==> src/rtl/display_pkg.sv <==
// Shared constants for the 7-segment display path: active-low glyphs,
// digit slot indices and the settle FSM state type.
package display_pkg;

  // Active-low glyphs, bit order {g,f,e,d,c,b,a}.
  localparam logic [6:0] SEG_0     = 7'h40;
  localparam logic [6:0] SEG_1     = 7'h79;
  localparam logic [6:0] SEG_2     = 7'h24;
  localparam logic [6:0] SEG_3     = 7'h30;
  localparam logic [6:0] SEG_4     = 7'h19;
  localparam logic [6:0] SEG_5     = 7'h12;
  localparam logic [6:0] SEG_6     = 7'h02;
  localparam logic [6:0] SEG_7     = 7'h78;
  localparam logic [6:0] SEG_8     = 7'h00;
  localparam logic [6:0] SEG_9     = 7'h10;
  localparam logic [6:0] SEG_BLANK = 7'h7F;

  localparam logic [1:0] DIG_UNITS     = 2'd0;
  localparam logic [1:0] DIG_TENS      = 2'd1;
  localparam logic [1:0] DIG_HUNDREDS  = 2'd2;
  localparam logic [1:0] DIG_THOUSANDS = 2'd3;

  typedef enum logic [1:0] {
    IDLE     = 2'd0,
    SETTLING = 2'd1,
    SAMPLED  = 2'd2
  } settle_state_e;

endpackage

==> src/rtl/seg7_to_bcd.sv <==
// Combinational decode of an active-low 7-segment pattern back to BCD.
// The all-off pattern is reported separately so the caller decides its meaning.
module seg7_to_bcd
  import display_pkg::*;
(
  input  logic [6:0] seg_i,
  output logic [3:0] bcd_o,
  output logic       is_blank_o,
  output logic       is_valid_o
);

  always_comb begin
    bcd_o      = 4'd0;
    is_blank_o = 1'b0;
    is_valid_o = 1'b1;
    case (seg_i)
      SEG_0:     bcd_o = 4'd0;
      SEG_1:     bcd_o = 4'd1;
      SEG_2:     bcd_o = 4'd2;
      SEG_3:     bcd_o = 4'd3;
      SEG_4:     bcd_o = 4'd4;
      SEG_5:     bcd_o = 4'd5;
      SEG_6:     bcd_o = 4'd6;
      SEG_7:     bcd_o = 4'd7;
      SEG_8:     bcd_o = 4'd8;
      SEG_9:     bcd_o = 4'd9;
      SEG_BLANK: begin
        is_blank_o = 1'b1;
        is_valid_o = 1'b0;
      end
      default:   is_valid_o = 1'b0;
    endcase
  end

endmodule

==> src/rtl/display_capture.sv <==
// Decodes the multiplexed 7-segment bus back into confirmed 16-bit BCD frames.
// Define DISPLAY_CAPTURE_BLANK_EN to accept all-off digits as blank zeros.
module display_capture
  import display_pkg::*;
#(
  parameter int SETTLE_CYCLES  = 4,
  parameter int CONFIRM_FRAMES = 2
) (
  input  logic        clk,
  input  logic        reset,
  input  logic [6:0]  segments,
  input  logic [3:0]  display_select,
  output logic [15:0] bcd_value,
  output logic        value_valid,
  output logic [3:0]  blank_mask,
  output logic        frame_error,
  output logic [1:0]  dbg_state
);

  localparam int SW = $clog2(SETTLE_CYCLES + 1);
  localparam int CW = $clog2(CONFIRM_FRAMES + 1);
  localparam logic [SW-1:0] SETTLE_LAST = SW'(SETTLE_CYCLES - 1);
  localparam logic [CW-1:0] CONF_MAX    = CW'(CONFIRM_FRAMES);
`ifdef DISPLAY_CAPTURE_BLANK_EN
  localparam logic BLANK_EN = 1'b1;
`else
  localparam logic BLANK_EN = 1'b0;
`endif

  settle_state_e   state_q, state_d;
  logic [SW-1:0]   cnt_q, cnt_d;
  logic [3:0]      prev_sel_q;
  logic [6:0]      prev_seg_q;
  logic [3:0]      mask_q, mask_d;
  logic [3:0][3:0] slots_q, slots_d;
  logic [3:0]      sblank_q, sblank_d;
  logic [19:0]     prev_frame_q, prev_frame_d;
  logic            prev_fv_q, prev_fv_d;
  logic [CW-1:0]   stable_q, stable_d;
  logic [15:0]     bcd_q, bcd_d;
  logic [3:0]      blank_out_q, blank_out_d;
  logic            valid_q, valid_d;
  logic            err_q, err_d;

  logic        sel_legal, sel_gap, sel_illegal, inputs_changed, take_sample;
  logic [1:0]  sel_idx;
  logic [3:0]  dec_bcd;
  logic        dec_blank, dec_valid, digit_ok, digit_blank, record, bad_glyph;
  logic [19:0] frame_cur;
  logic        same_frame;

  always_comb begin
    sel_legal = 1'b1;
    sel_idx   = DIG_UNITS;
    case (display_select)
      4'b1110: sel_idx = DIG_UNITS;
      4'b1101: sel_idx = DIG_TENS;
      4'b1011: sel_idx = DIG_HUNDREDS;
      4'b0111: sel_idx = DIG_THOUSANDS;
      default: sel_legal = 1'b0;
    endcase
  end

  assign sel_gap        = (display_select == 4'b1111);
  assign sel_illegal    = !sel_legal && !sel_gap;
  assign inputs_changed = (display_select != prev_sel_q) || (segments != prev_seg_q);

  // Settle FSM: one sample per dwell, on the SETTLE_CYCLES-th stable cycle.
  always_comb begin
    state_d     = state_q;
    cnt_d       = cnt_q;
    take_sample = 1'b0;
    if (!sel_legal) begin
      state_d = IDLE;
      cnt_d   = '0;
    end else if (state_q == IDLE || inputs_changed) begin
      cnt_d = SW'(1);
      if (SETTLE_CYCLES == 1) begin
        state_d     = SAMPLED;
        take_sample = 1'b1;
      end else begin
        state_d = SETTLING;
      end
    end else if (state_q == SETTLING) begin
      cnt_d = cnt_q + 1'b1;
      if (cnt_q == SETTLE_LAST) begin
        state_d     = SAMPLED;
        take_sample = 1'b1;
      end
    end
  end

  seg7_to_bcd u_dec (
    .seg_i      (segments),
    .bcd_o      (dec_bcd),
    .is_blank_o (dec_blank),
    .is_valid_o (dec_valid)
  );

  assign digit_ok    = dec_valid || (dec_blank && BLANK_EN);
  assign digit_blank = dec_blank && BLANK_EN;
  assign record      = take_sample && digit_ok;
  assign bad_glyph   = take_sample && !digit_ok;

  // Frame assembly, confirmation and publish.
  always_comb begin
    mask_d       = mask_q;
    slots_d      = slots_q;
    sblank_d     = sblank_q;
    prev_frame_d = prev_frame_q;
    prev_fv_d    = prev_fv_q;
    stable_d     = stable_q;
    bcd_d        = bcd_q;
    blank_out_d  = blank_out_q;
    valid_d      = 1'b0;
    err_d        = err_q;
    frame_cur    = '0;
    same_frame   = 1'b0;
    if (record) begin
      if (mask_q == 4'b0000) err_d = 1'b0;
      slots_d[sel_idx]  = dec_bcd;
      sblank_d[sel_idx] = digit_blank;
      mask_d            = mask_q | ~display_select;
      if (mask_d == 4'b1111) begin
        mask_d     = 4'b0000;
        frame_cur  = {sblank_d, slots_d};
        same_frame = prev_fv_q && (frame_cur == prev_frame_q);
        if (!same_frame) stable_d = CW'(1);
        else if (stable_q != CONF_MAX) stable_d = stable_q + 1'b1;
        prev_frame_d = frame_cur;
        prev_fv_d    = 1'b1;
        // A run that was already confirmed is not re-published.
        if (stable_d == CONF_MAX && !(same_frame && stable_q == CONF_MAX)) begin
          valid_d     = 1'b1;
          bcd_d       = slots_d;
          blank_out_d = sblank_d;
        end
      end
    end
    if (sel_illegal || bad_glyph) err_d = 1'b1;
  end

  always_ff @(posedge clk) begin
    if (reset) begin
      state_q      <= IDLE;
      cnt_q        <= '0;
      prev_sel_q   <= 4'b1111;
      prev_seg_q   <= SEG_BLANK;
      mask_q       <= '0;
      slots_q      <= '0;
      sblank_q     <= '0;
      prev_frame_q <= '0;
      prev_fv_q    <= 1'b0;
      stable_q     <= '0;
      bcd_q        <= '0;
      blank_out_q  <= '0;
      valid_q      <= 1'b0;
      err_q        <= 1'b0;
    end else begin
      state_q      <= state_d;
      cnt_q        <= cnt_d;
      prev_sel_q   <= display_select;
      prev_seg_q   <= segments;
      mask_q       <= mask_d;
      slots_q      <= slots_d;
      sblank_q     <= sblank_d;
      prev_frame_q <= prev_frame_d;
      prev_fv_q    <= prev_fv_d;
      stable_q     <= stable_d;
      bcd_q        <= bcd_d;
      blank_out_q  <= blank_out_d;
      valid_q      <= valid_d;
      err_q        <= err_d;
    end
  end

  assign bcd_value   = bcd_q;
  assign value_valid = valid_q;
  assign blank_mask  = blank_out_q;
  assign frame_error = err_q;
  assign dbg_state   = state_q;

endmodule

==> config.mk <==
export PLATFORM = sky130hd
export DESIGN_NAME = display_capture
export DESIGN_NICKNAME = d
export VERILOG_FILES = /design/src/rtl/display_pkg.sv /design/src/rtl/seg7_to_bcd.sv /design/src/rtl/display_capture.sv
export SDC_FILE = /design/constraint.sdc
export NUM_CORES = 1
export LEC_CHECK = 0
export ABC_AREA = 1
export CORE_MARGIN = 2
export CORE_UTILIZATION = 40
export DETAILED_ROUTE_END_ITERATION = 8
export PLACE_DENSITY = 0.55
export SKIP_LAST_GASP = 1
export SLEW_MARGIN = 20
export SYNTH_ARGS = -nofsm -noshare
export SYNTH_HDL_FRONTEND = slang
export SYNTH_SLANG_ARGS = --single-unit
==> constraint.sdc <==
create_clock -name clk -period 2.55 [get_ports clk]
set_input_delay 0.3825 -clock clk [delete_from_list [all_inputs] [get_ports clk]]
set_output_delay 0.3825 -clock clk [all_outputs]
set_load 0.02 [all_outputs]
==> results of run 1 <==
power by group through the flow:
stage               registers [mW]  clock network, mW  logic [mW]
finish                        1.34              0.897       0.275
global route                  1.35              0.970       0.303
CTS                           1.34              0.919       0.266
detailed placement            1.38                  0       0.264
global placement              1.38                  0       0.262
floorplan                     1.38                  0       0.130
cell families after synthesis:
family | count (synthesis)
xor gates and xnor gates | 7
buffers and inverters | 122
DFF | 85
AOI/OAI and AO/OA | 69
adders and majority gates | 4
and+or+nand+nor | 365
stage by stage:
stage                     cell area [sq um]  power (mW)  cells  setup slack [ps]  hold WS (ps)
final                                  5836       2.516    924             236.1         452.8
after global routing                   5836       2.619    924             19.43         492.1
after CTS                              5632       2.530    918             10.67         458.0
after detailed placement               5450       1.640    902            -473.0         446.6
after global placement                 5450       1.637    902            -405.4         435.3
after floorplan                        4279       1.507    652             337.5         424.7
placed cells by master, fill, tap and decap left out, types with 3 or more instances in the layout:
master | Yosys | routed
clkbuf_16 | 0 | 3
nand2_2 | 3 | 3
a22oi_1 | 4 | 4
ha_1 | 4 | 4
nand3_2 | 2 | 3
xor2_1 | 3 | 3
or2_2 | 10 | 10
inv_1 | 101 | 101
clkbuf_8 | 0 | 11
nand3_1 | 38 | 35
clkdlybuf4s50_1 | 0 | 25
o22ai_1 | 9 | 9
inv_2 | 7 | 7
nor2_4 | 3 | 9
clkinv_2 | 0 | 3
dfxtp_1 | 85 | 85
nand2_1 | 185 | 185
buf_4 | 1 | 92
o21ai_0 | 26 | 26
nor2_2 | 16 | 17
dlymetal6s2s_1 | 0 | 10
nor2_1 | 85 | 78
a21oi_1 | 24 | 24
xnor2_1 | 4 | 4
nand4_1 | 9 | 9
area by class of cell:
type	instances	area, sq um	share of cell area [%]
inverter	108	405.4	6.947
multi-input combinational	445	2183	37.41
clock inverter	4	22.52	0.3859
sequential	85	1702	29.16
tap	136	170.2	2.916
timing repair buffer	134	1197	20.52
clock buffer	12	155.1	2.659
layer usage:
layer / track usage (%) / vias to the layer above / share of wire, %
met5: 0 / - / 0
met4: 9.524 / 0 / 2.2
met3: 2.845 / 17 / 5.0
met2: 34.95 / 89 / 44
met1: 30.71 / 1958 / 49
li1: - / 2286 / -
critical path, cell delays in order:
cell	delay, ps
dlymetal6s2s_1	170
buf_4	160
inv_2	50
nor2_4	80
nand2_2	100
buf_4	170
nand2_1	70
nand2_1	70
nand2_1	60
nand2_1	60
nor2_1	100
nand2_1	60
inv_1	50
nand2_1	50
nor2_2	140
nand3_2	120
nor2_4	150
nand3_4	170
clkbuf_16	230
nor2_1	90
nor2_1	50
flip-flops by register name, summed over array words and instances, names as in the netlist, 2 cells and up:
register and count:
prev_frame_q 20, bcd_value 16, slots_q 16, prev_seg_q 7
blank_mask 4, mask_q 4, prev_sel_q 4, sblank_q 4
cnt_q 3, dbg_state 2, stable_q 2
repair_timing:
| action | 4_1_cts | 5_1_grt |
|---|---|---|
| pin swaps | 0 | 6 |
| setup buffers | 0 | 2 |
| resized for setup | 3 | 29 |
| hold buffers | 0 | 0 |
| cloned | 0 | 4 |
| setup endpoints to repair | 20 | 43 |
worst paths after layout:
path,startpoint,endpoint,slack (ps),cells past startpoint
setup / recovery,display_select[0],blank_mask[0]$_SDFFE_PP0P_,240,21
hold / removal,sblank_q[0]$_SDFFE_PP0P_,sblank_q[0]$_SDFFE_PP0P_,450,2
setup reg to reg,dbg_state[1]$_SDFFE_PP0P_,blank_mask[0]$_SDFFE_PP0P_,440,16
hold reg to reg,sblank_q[0]$_SDFFE_PP0P_,sblank_q[0]$_SDFFE_PP0P_,450,2
==> flow_metrics.py, run 1 <==
metrics = {
    "synth": {
        "synth.most_common_cell": "nand2_1",
        "synth_top_area_cell": "dfxtp_1",
        "synthesis.yosys.warnings": 0,
        "synth_cells": 652,
        "synth_area_in_compound_gates_pct": 8.801,
        "dominant_combinational_cell_family_by_area_after_synthesis": "simple AND/OR/NAND/NOR gates",
        "synthesis.nets": 669,
        "ys_async_rst_share_pct": 0,
        "synth_top_flop_cell": "dfxtp_1",
        "synth-xor-area-share_pct": 1.433,
        "synth_cell_type_count": 35,
        "mappedNetlistArea_sq_um": 4279,
        "synth.top_cell.area_share_pct": 39.77,
        "post_synth_main_area_contributors": "dfxtp_1 (40%), nand2_1 (16%), inv_1 (8.9%)",
        "yosys_register_bits": 85,
        "fraction_of_the_mapped_netlist_area_in_adder_cells_pct": 1.170,
        "muxShareOfSynthArea_pct": 0,
        "fraction_of_the_yosys_area_taken_by_sequential_cells_pct": 39.77,
        "average_cell_area_after_synthesis_sq_um": 6.563,
        "yosys-top-cells-count": "nand2_1 (185), inv_1 (101), dfxtp_1 (85), nor2_1 (85), nand3_1 (38)",
        "simple_gate_share_of_the_synthesized_area_pct": 37.60,
        "number_of_flops_mapped_to_enable_cells_by_yosys": 0,
    },
    "global_routing": {
        "grt_max_degree": 40,
        "grt_pass1_vias": 4137,
        "grtUsageTotal_pct": 22.25,
        "global_route_wire_length_before_repair_mm": 19.68,
        "globalRouteOverflowTotal": 0,
        "antenna_found_initial": 0,
    },
    "floorplanning": {
        "initial_core_util_pct": 41.26,
        "die_x_um": 107.4,
        "design.portCount": 37,
        "die_h_um": 107.4,
        "die_area_sq_um": 11540,
        "row_count": 37,
        "core_area_sq_um": 10370,
    },
    "flow_run": {
        "drv_cap": 0,
    },
    "detailed_routing": {
        "routed_via_density": 4.708,
        "via_count": 4350,
        "avgRoutedWirePerCell_um": 13.40,
        "drt-initial-drc-count": 300,
        "finalWirelength_mm": 12.38,
        "antenna_left": 0,
        "drc_errors": 0,
        "first_pass_iters": 7,
    },
    "sta": {
        "rsz0062_at_grt": "false",
        "timing.fmax_mhz": 432.2,
        "final.min_clock_period_ps": 2314,
        "skew_ps": 15.26,
        "max_slew_margin_pct": 71.71,
        "hold_viol": 0,
        "fin_setup_tns_ps": 0,
        "max_slew_violations": 0,
        "worst_slew_pin_slew_ps": 423.8,
        "timing.final.crit_share_pct": 90.74,
        "setup_viol_count_final": 0,
    },
    "clocking": {
        "clk_pin_slew_worst_paths_ps": 90,
        "worstSkewPairLatency_ps": 370,
        "clock-sinks": 85,
        "cts_made_buffers": 9,
        "tritoncts": "yes",
        "cts-root-to-sink-buffers": 2,
        "maximum_level_of_the_cts_h_tree": 3,
        "clockRootBuffer": "clkbuf_8",
    },
    "outcome": {
        "status": "complete, no violations",
    },
    "placement": {
        "finalWeightedCongestion": 0.9265,
        "placement.io_buffers": 36,
        "dp_hpwl_mm": 9.233,
    },
    "finish": {
        "final_core_utilization_pct": 56.27,
        "syn_to_final_growth_pct": 36.37,
        "final.fill_count": 992,
        "fraction_of_final_layout_cells_sized_beyond_drive_strength_1_pct": 21.45,
        "antennaDiodeCount": 0,
        "final_nets": 800,
    },
    "min_path": {
        "hold_path_class": "reg2reg",
    },
    "setup_path": {
        "cp.arrival_ps": 2590,
        "worst-endpoint-required_ps": 2820,
        "critical_path_peak_fanout": 10,
        "crit_path_start_kind": "input pin",
        "path_class": "in2reg",
        "worstSetupEndpointType": "register",
    },
    "power_and_ir_drop": {
        "p_int_mw": 1.858,
        "power_leakage_nw": 3.018,
        "power_frac_seq_pct": 53.4,
        "share_comb_of_total_power_pct": 10.9,
        "switchingPower_mw": 0.6575,
        "clock_power_share_pct": 35.6,
        "power.share.switching_pct": 26.14,
        "ir_worst_vdd_uv": 281.4,
        "power.density_cell_area_nw_per_um2": 431.1,
    },
}
(Power assumes the default switching activity.)
==> run 2, diff against run 1 <==
--- a/config.mk
+++ b/config.mk
@@ -10,6 +10,7 @@
 export CORE_UTILIZATION = 40
 export DETAILED_ROUTE_END_ITERATION = 8
 export PLACE_DENSITY = 0.55
+export RECOVER_POWER = 25
 export SKIP_LAST_GASP = 1
 export SLEW_MARGIN = 20
 export SYNTH_ARGS = -nofsm -noshare
==> run 2 against run 1 <==
Net effect: setup slack worse by 5.4 ps; largest power group unchanged; final cell count stayed put; routed wire length is 0.52% higher; critical endpoint is now bcd_value[4]$_SDFFE_PP0P_; register-to-register slack hardly changed; largest cell class unchanged.
==> flow_metrics.py, run 2 (synthesis gave the netlist of run 1 again) <==
metrics = {
    "setup_path": {
        "crit_path_start_kind": "input pin",
        "regToRegStartpoint": "dbg_state[1]$_SDFFE_PP0P_",
        "timing.reg2reg.worst_path_depth": 16,
        "critical_path.reg2reg.endpoint": "bcd_value[4]$_SDFFE_PP0P_",
        "worst-endpoint-required_ps": 2820,
        "critical_path_peak_fanout": 10,
        "worstSetupEndpointType": "register",
        "reg2reg_slack_ps": 440,
        "path_class": "in2reg",
        "cp.arrival_ps": 2590,
    },
    "min_path": {
        "timing.hold.worst.start": "sblank_q[0]$_SDFFE_PP0P_",
        "holdPathEnd": "sblank_q[0]$_SDFFE_PP0P_",
        "hold_depth": 2,
        "hold_path_class": "reg2reg",
    },
    "power_and_ir_drop": {
        "ir_worst_vdd_uv": 281.5,
        "power.density_cell_area_nw_per_um2": 431.7,
        "power_leakage_nw": 3.058,
    },
    "placement": {
        "finalWeightedCongestion": 0.9265,
        "placement.io_buffers": 36,
        "dp_hpwl_mm": 9.233,
        "placedInstanceArea_sq_um": 5450,
    },
    "finish": {
        "largest_register": "prev_frame_q",
        "largest_reg_flops": 20,
        "mostFrequentLayoutCell": "nand2_1",
        "fraction_of_final_layout_cells_sized_beyond_drive_strength_1_pct": 21.32,
        "final_nets": 800,
        "final.fill_count": 993,
        "most-common-layout-cells": "nand2_1 (185), inv_1 (101), buf_4 (90)",
        "antennaDiodeCount": 0,
        "area_of_the_multi_input_gates_sq_um": 2183,
        "syn_to_final_growth_pct": 36.29,
        "design_area_sq_um": 5832,
        "seqCellArea_sq_um": 1702,
    },
    "detailed_routing": {
        "drc_errors": 0,
        "antenna_left": 0,
        "first_pass_iters": 5,
        "routed_via_density": 4.736,
        "via_count": 4376,
        "drt-initial-drc-count": 264,
        "avgRoutedWirePerCell_um": 13.47,
        "finalWirelength_mm": 12.45,
    },
    "outcome": {
        "status": "complete, no violations",
    },
    "flow_run": {
        "drv_cap": 0,
    },
    "clocking": {
        "maximum_level_of_the_cts_h_tree": 3,
        "tritoncts": "yes",
        "clock-sinks": 85,
        "clk_pin_slew_worst_paths_ps": 80,
        "cts_made_buffers": 9,
        "cts-root-to-sink-buffers": 2,
        "clockRootBuffer": "clkbuf_8",
        "worstSkewPairLatency_ps": 370,
        "cts-hold-fix-buffers": 0,
    },
    "floorplanning": {
        "die_area_sq_um": 11540,
        "core_area_sq_um": 10370,
        "die_x_um": 107.4,
        "row_count": 37,
        "die_h_um": 107.4,
        "initial_core_util_pct": 41.26,
        "design.portCount": 37,
    },
    "sta": {
        "setup_viol_count_final": 0,
        "fin_setup_tns_ps": 0,
        "rsz0062_at_grt": "false",
        "max_slew_violations": 0,
        "whs_ps": 452.7,
        "timing.final.crit_share_pct": 90.95,
        "max_slew_margin_pct": 43.27,
        "hold_viol": 0,
        "final.min_clock_period_ps": 2319,
        "worst_slew_pin_slew_ps": 850.9,
        "timing.fmax_mhz": 431.2,
        "skew_ps": 15.31,
    },
    "global_routing": {
        "grtUsageTotal_pct": 22.25,
        "global_route_wire_length_before_repair_mm": 19.68,
        "antenna_found_initial": 0,
        "grt_max_degree": 40,
        "grt_pass1_vias": 4137,
        "globalRouteOverflowTotal": 0,
    },
}
-- run 2: cell types whose count changed in the layout (fill, tap and decap cells not counted), sizes merged --
cell and delta:
clkdlybuf4s50 -14, dlygate4sd3 +14, buf -2, clkbuf +2
-- run 2: critical path, cell delays in order --
cell	delay (ps)
dlymetal6s2s_1	170
buf_4	170
inv_2	50
nor2_4	80
nand2_2	100
buf_4	170
nand2_1	70
nand2_1	70
nand2_1	60
nand2_1	60
nor2_1	100
nand2_1	60
inv_1	50
nand2_1	50
nor2_2	140
nand3_2	120
nor2_4	150
nand3_4	170
clkbuf_16	220
nor2_1	90
nor2_1	50
-- run 2: area by class of cell --
type                    instances  share of cell area, %
clock buffers                  12                  2.660
clock inverters                 4                 0.3862
inverters                     108                  6.951
multi-input cells             445                  37.44
flip-flops and latches         85                  29.18
well taps                     136                  2.918
repair buffers                134                  20.47
-- run 2: how the worst max path moves through the flow --
| stage | from | endpoint | slack [ps] | depth (start not counted) |
|---|---|---|---|---|
| after CTS | display_select[0] | bcd_value[13]$_SDFFE_PP0P_ | 10 | 22 |
| after global routing | display_select[2] | bcd_value[5]$_SDFFE_PP0P_ | 20 | 21 |
| after global placement | display_select[1] | bcd_value[12]$_SDFFE_PP0P_ | -410 | 18 |
| final | display_select[0] | bcd_value[4]$_SDFFE_PP0P_ | 230 | 21 |
| after detailed placement | display_select[1] | bcd_value[13]$_SDFFE_PP0P_ | -470 | 21 |
| after floorplan | display_select[1] | bcd_value[7]$_SDFFE_PP0P_ | 340 | 15 |
-- run 2: repair_timing --
item                       CTS  global route
gates cloned                 0             4
setup endpoints to repair   20            43
buffers inserted             0             2
hold endpoints to repair     0             0
pin swaps                    0             6
gates resized for setup      3            29
-- run 2: per-layer routing --
metal / part of all wire (%) / wire [um] / track usage [%] / vias to the layer above
li1: - / - / - / 2284
met1: 49 / 6139 / 30.71 / 1981
met2: 44 / 5436 / 34.95 / 94
met3: 4.8 / 595 / 2.845 / 17
met4: 2.2 / 274 / 9.524 / 0
met5: 0 / 0 / 0 / -
-- run 2: metrics by stage --
stage	setup slack, ps	power (mW)	utilization [%]	instances
finish	230.7	2.518	56.24	924
global placement	-405.4	1.637	52.56	902
detailed placement	-473.0	1.640	52.56	902
CTS	10.67	2.530	54.31	918
global route	19.43	2.617	56.24	924
floorplan	337.5	1.507	-	652
-- run 2: where the power goes --
part | total [mW] | internal (mW) | switching (mW)
sequential | 1.34 | 1.34 | 0.00566
clock | 0.900 | 0.403 | 0.497
combinational | 0.273 | 0.115 | 0.158
total | 2.52 | 1.86 | 0.661
==> run 3, diff against run 2 <==
--- a/config.mk
+++ b/config.mk
@@ -9,6 +9,7 @@
 export CORE_MARGIN = 2
 export CORE_UTILIZATION = 40
 export DETAILED_ROUTE_END_ITERATION = 8
+export GPL_TIMING_DRIVEN = 0
 export PLACE_DENSITY = 0.55
 export RECOVER_POWER = 25
 export SKIP_LAST_GASP = 1
==> run 3 against run 2 <==
Net effect: setup slack worse by 73 ps; utilization down 5.9 points; highest routed layer unchanged; flip-flop and latch count unchanged; global-route usage down 1.1 points; register-to-register slack worse by 200 ps; largest power group unchanged; combinational power down 13%; first-iteration DRC count down 19%.
==> flow_metrics.py, run 3 (synthesis gave the netlist of run 1 again) <==
metrics = {
    "outcome": {
        "status": "complete, no violations",
    },
    "power_and_ir_drop": {
        "ir_worst_vdd_uv": 318.9,
        "share_comb_of_total_power_pct": 9.7,
        "p_int_mw": 1.815,
        "power_frac_seq_pct": 54.5,
        "power.share.switching_pct": 26.32,
        "power_leakage_nw": 2.622,
        "power.density_cell_area_nw_per_um2": 472.2,
        "clock_power_share_pct": 35.8,
        "switchingPower_mw": 0.6485,
    },
    "finish": {
        "stdcell_count": 848,
        "largest_reg_flops": 20,
        "mostFrequentLayoutCell": "nand2_1",
        "syn_to_final_growth_pct": 21.93,
        "design_area_sq_um": 5218,
        "largest_register": "prev_frame_q",
        "antennaDiodeCount": 0,
        "final_nets": 725,
        "fraction_of_final_layout_cells_sized_beyond_drive_strength_1_pct": 15.87,
        "most-common-layout-cells": "nand2_1 (178), inv_1 (95), dfxtp_1 (85)",
    },
    "clocking": {
        "tritoncts": "yes",
        "maximum_level_of_the_cts_h_tree": 3,
        "cts-hold-fix-buffers": 0,
        "clockRootBuffer": "clkbuf_8",
        "cts-root-to-sink-buffers": 2,
        "worstSkewPairLatency_ps": 360,
        "cts_made_buffers": 9,
        "clk_pin_slew_worst_paths_ps": 80,
        "clock-sinks": 85,
    },
    "min_path": {
        "holdPathEnd": "prev_sel_q[1]$_SDFF_PP1_",
        "timing.hold.worst.start": "display_select[1]",
        "hold_path_class": "in2reg",
        "hold_depth": 3,
    },
    "floorplanning": {
        "die_h_um": 107.4,
        "die_area_sq_um": 11540,
        "die_x_um": 107.4,
        "core_area_sq_um": 10370,
        "design.portCount": 37,
        "row_count": 37,
        "initial_core_util_pct": 41.26,
    },
    "sta": {
        "worst_slew_pin_slew_ps": 784.2,
        "final.min_clock_period_ps": 2393,
        "skew_ps": 8.337,
        "timing.fmax_mhz": 418.0,
        "max_slew_margin_pct": 47.24,
        "rsz0062_at_grt": "true",
        "setup_viol_count_final": 0,
        "hold_viol": 0,
        "timing.final.crit_share_pct": 93.83,
        "max_slew_violations": 0,
    },
    "setup_path": {
        "crit_path_start_kind": "input pin",
        "timing.reg2reg.worst_path_depth": 17,
        "path_class": "in2reg",
        "path_delay_family": "simple AND/OR/NAND/NOR gates",
        "regToRegStartpoint": "dbg_state[1]$_SDFFE_PP0P_",
        "worst-endpoint-required_ps": 2810,
        "critical_path_buf_inv_count": 6,
        "worstSetupEndpointType": "register",
        "cp.arrival_ps": 2660,
        "crit_slowest_cell": "dlygate4sd2_1",
        "critical_path_peak_fanout": 10,
        "path_common_cell": "nand2_1",
        "crit_path_cell_trace": "dlygate4sd2_1, inv_2, nor2_4, nand2_1, nand2_1, nand2_1, inv_1, nor3b_1, nand3_1, nand2_4, inv_2, nand2_4, nor2_4, nand3_2, buf_6, buf_6, nor2_1, nor2_1",
        "crit_path_max_incr_delay_ps": 310,
        "reg2reg_slack_ps": 240,
        "critical_path.reg2reg.endpoint": "bcd_value[7]$_SDFFE_PP0P_",
    },
    "global_routing": {
        "grt_max_degree": 14,
        "grt_pass1_vias": 3726,
        "globalRouteOverflowTotal": 0,
        "global_route_wire_length_before_repair_mm": 18.52,
        "grtUsageTotal_pct": 21.18,
        "antenna_found_initial": 0,
    },
    "detailed_routing": {
        "finalWirelength_mm": 11.64,
        "avgRoutedWirePerCell_um": 13.72,
        "via_count": 4054,
        "routed_via_density": 4.781,
        "drc_errors": 0,
        "drt-initial-drc-count": 213,
        "antenna_left": 0,
        "first_pass_iters": 4,
    },
    "placement": {
        "dp_hpwl_mm": 8.819,
        "placement.io_buffers": 34,
        "placedInstanceArea_sq_um": 4790,
        "finalWeightedCongestion": 0.9656,
        "post-place-cells": 822,
    },
    "flow_run": {
        "drv_cap": 0,
    },
}
[run 3: what timing repair did]
| action | 4_1_cts | 5_1_grt |
|---|---|---|
| setup buffers | 7 | 4 |
| pin swaps | 7 | 2 |
| endpoints found under the setup margin | 61 | 27 |
| gates resized for setup | 42 | 25 |
[run 3: cell type report]
type / count / area (sq um)
Inverter: 108 / 407.9
Buffer: 14 / 78.83
Tap cell: 136 / 170.2
Multi-Input combinational cell: 445 / 2271
Fill cell: 1069 / 5152
Sequential cell: 85 / 1702
Clock buffer: 11 / 151.4
Clock inverter: 4 / 23.77
Timing Repair Buffer: 45 / 412.9
[run 3: metal layers]
| metal | share of wire (%) | wire length (um) | GRT usage [%] |
|---|---|---|---|
| met1 | 49 | 5680 | 28.94 |
| met2 | 46 | 5372 | 34.27 |
| met3 | 3.3 | 379 | 2.603 |
| met4 | 1.7 | 201 | 7.875 |
| met5 | 0 | 0 | 0 |
[run 3: how the worst max path moves through the flow]
stage / start / end / slack [ps] / cells after the start
finish: segments[3] / bcd_value[7]$_SDFFE_PP0P_ / 160 / 18
global route: segments[0] / bcd_value[7]$_SDFFE_PP0P_ / -30 / 19
CTS: display_select[0] / bcd_value[7]$_SDFFE_PP0P_ / 10 / 18
detailed placement: display_select[3] / slots_q[3]$_SDFFE_PP0P_ / -1080 / 11
global placement: display_select[3] / stable_q[1]$_SDFFE_PP0P_ / -1050 / 14
floorplan: display_select[1] / bcd_value[7]$_SDFFE_PP0P_ / 340 / 15
[run 3: tightest hold or removal path, delay by kind of cell]
kind,cells,cell delay [ps]
buffers and inverters,2,290
and+or+nand+nor,1,70
[run 3: metrics by stage]
step,util [%],setup TNS [ps],worst slack [ps],hold slack (ps),power [mW]
2_1_floorplan,-,0,337.5,424.7,1.507
3_3_place_gp,46.19,-53970,-1048,442.6,1.581
3_5_place_dp,46.19,-53610,-1078,455.0,1.584
4_1_cts,49.42,0,10.09,401.3,2.475
5_1_grt,50.31,-30.36,-30.36,443.2,2.569
6_report,50.31,0,157.4,408.4,2.464
[run 3: power groups by stage]
stage | Clock, mW | Combinational [mW] | Sequential (mW)
detailed placement | 0 | 0.209 | 1.38
finish | 0.882 | 0.238 | 1.34
floorplan | 0 | 0.130 | 1.38
global placement | 0 | 0.207 | 1.37
CTS | 0.905 | 0.226 | 1.34
global route | 0.961 | 0.262 | 1.35
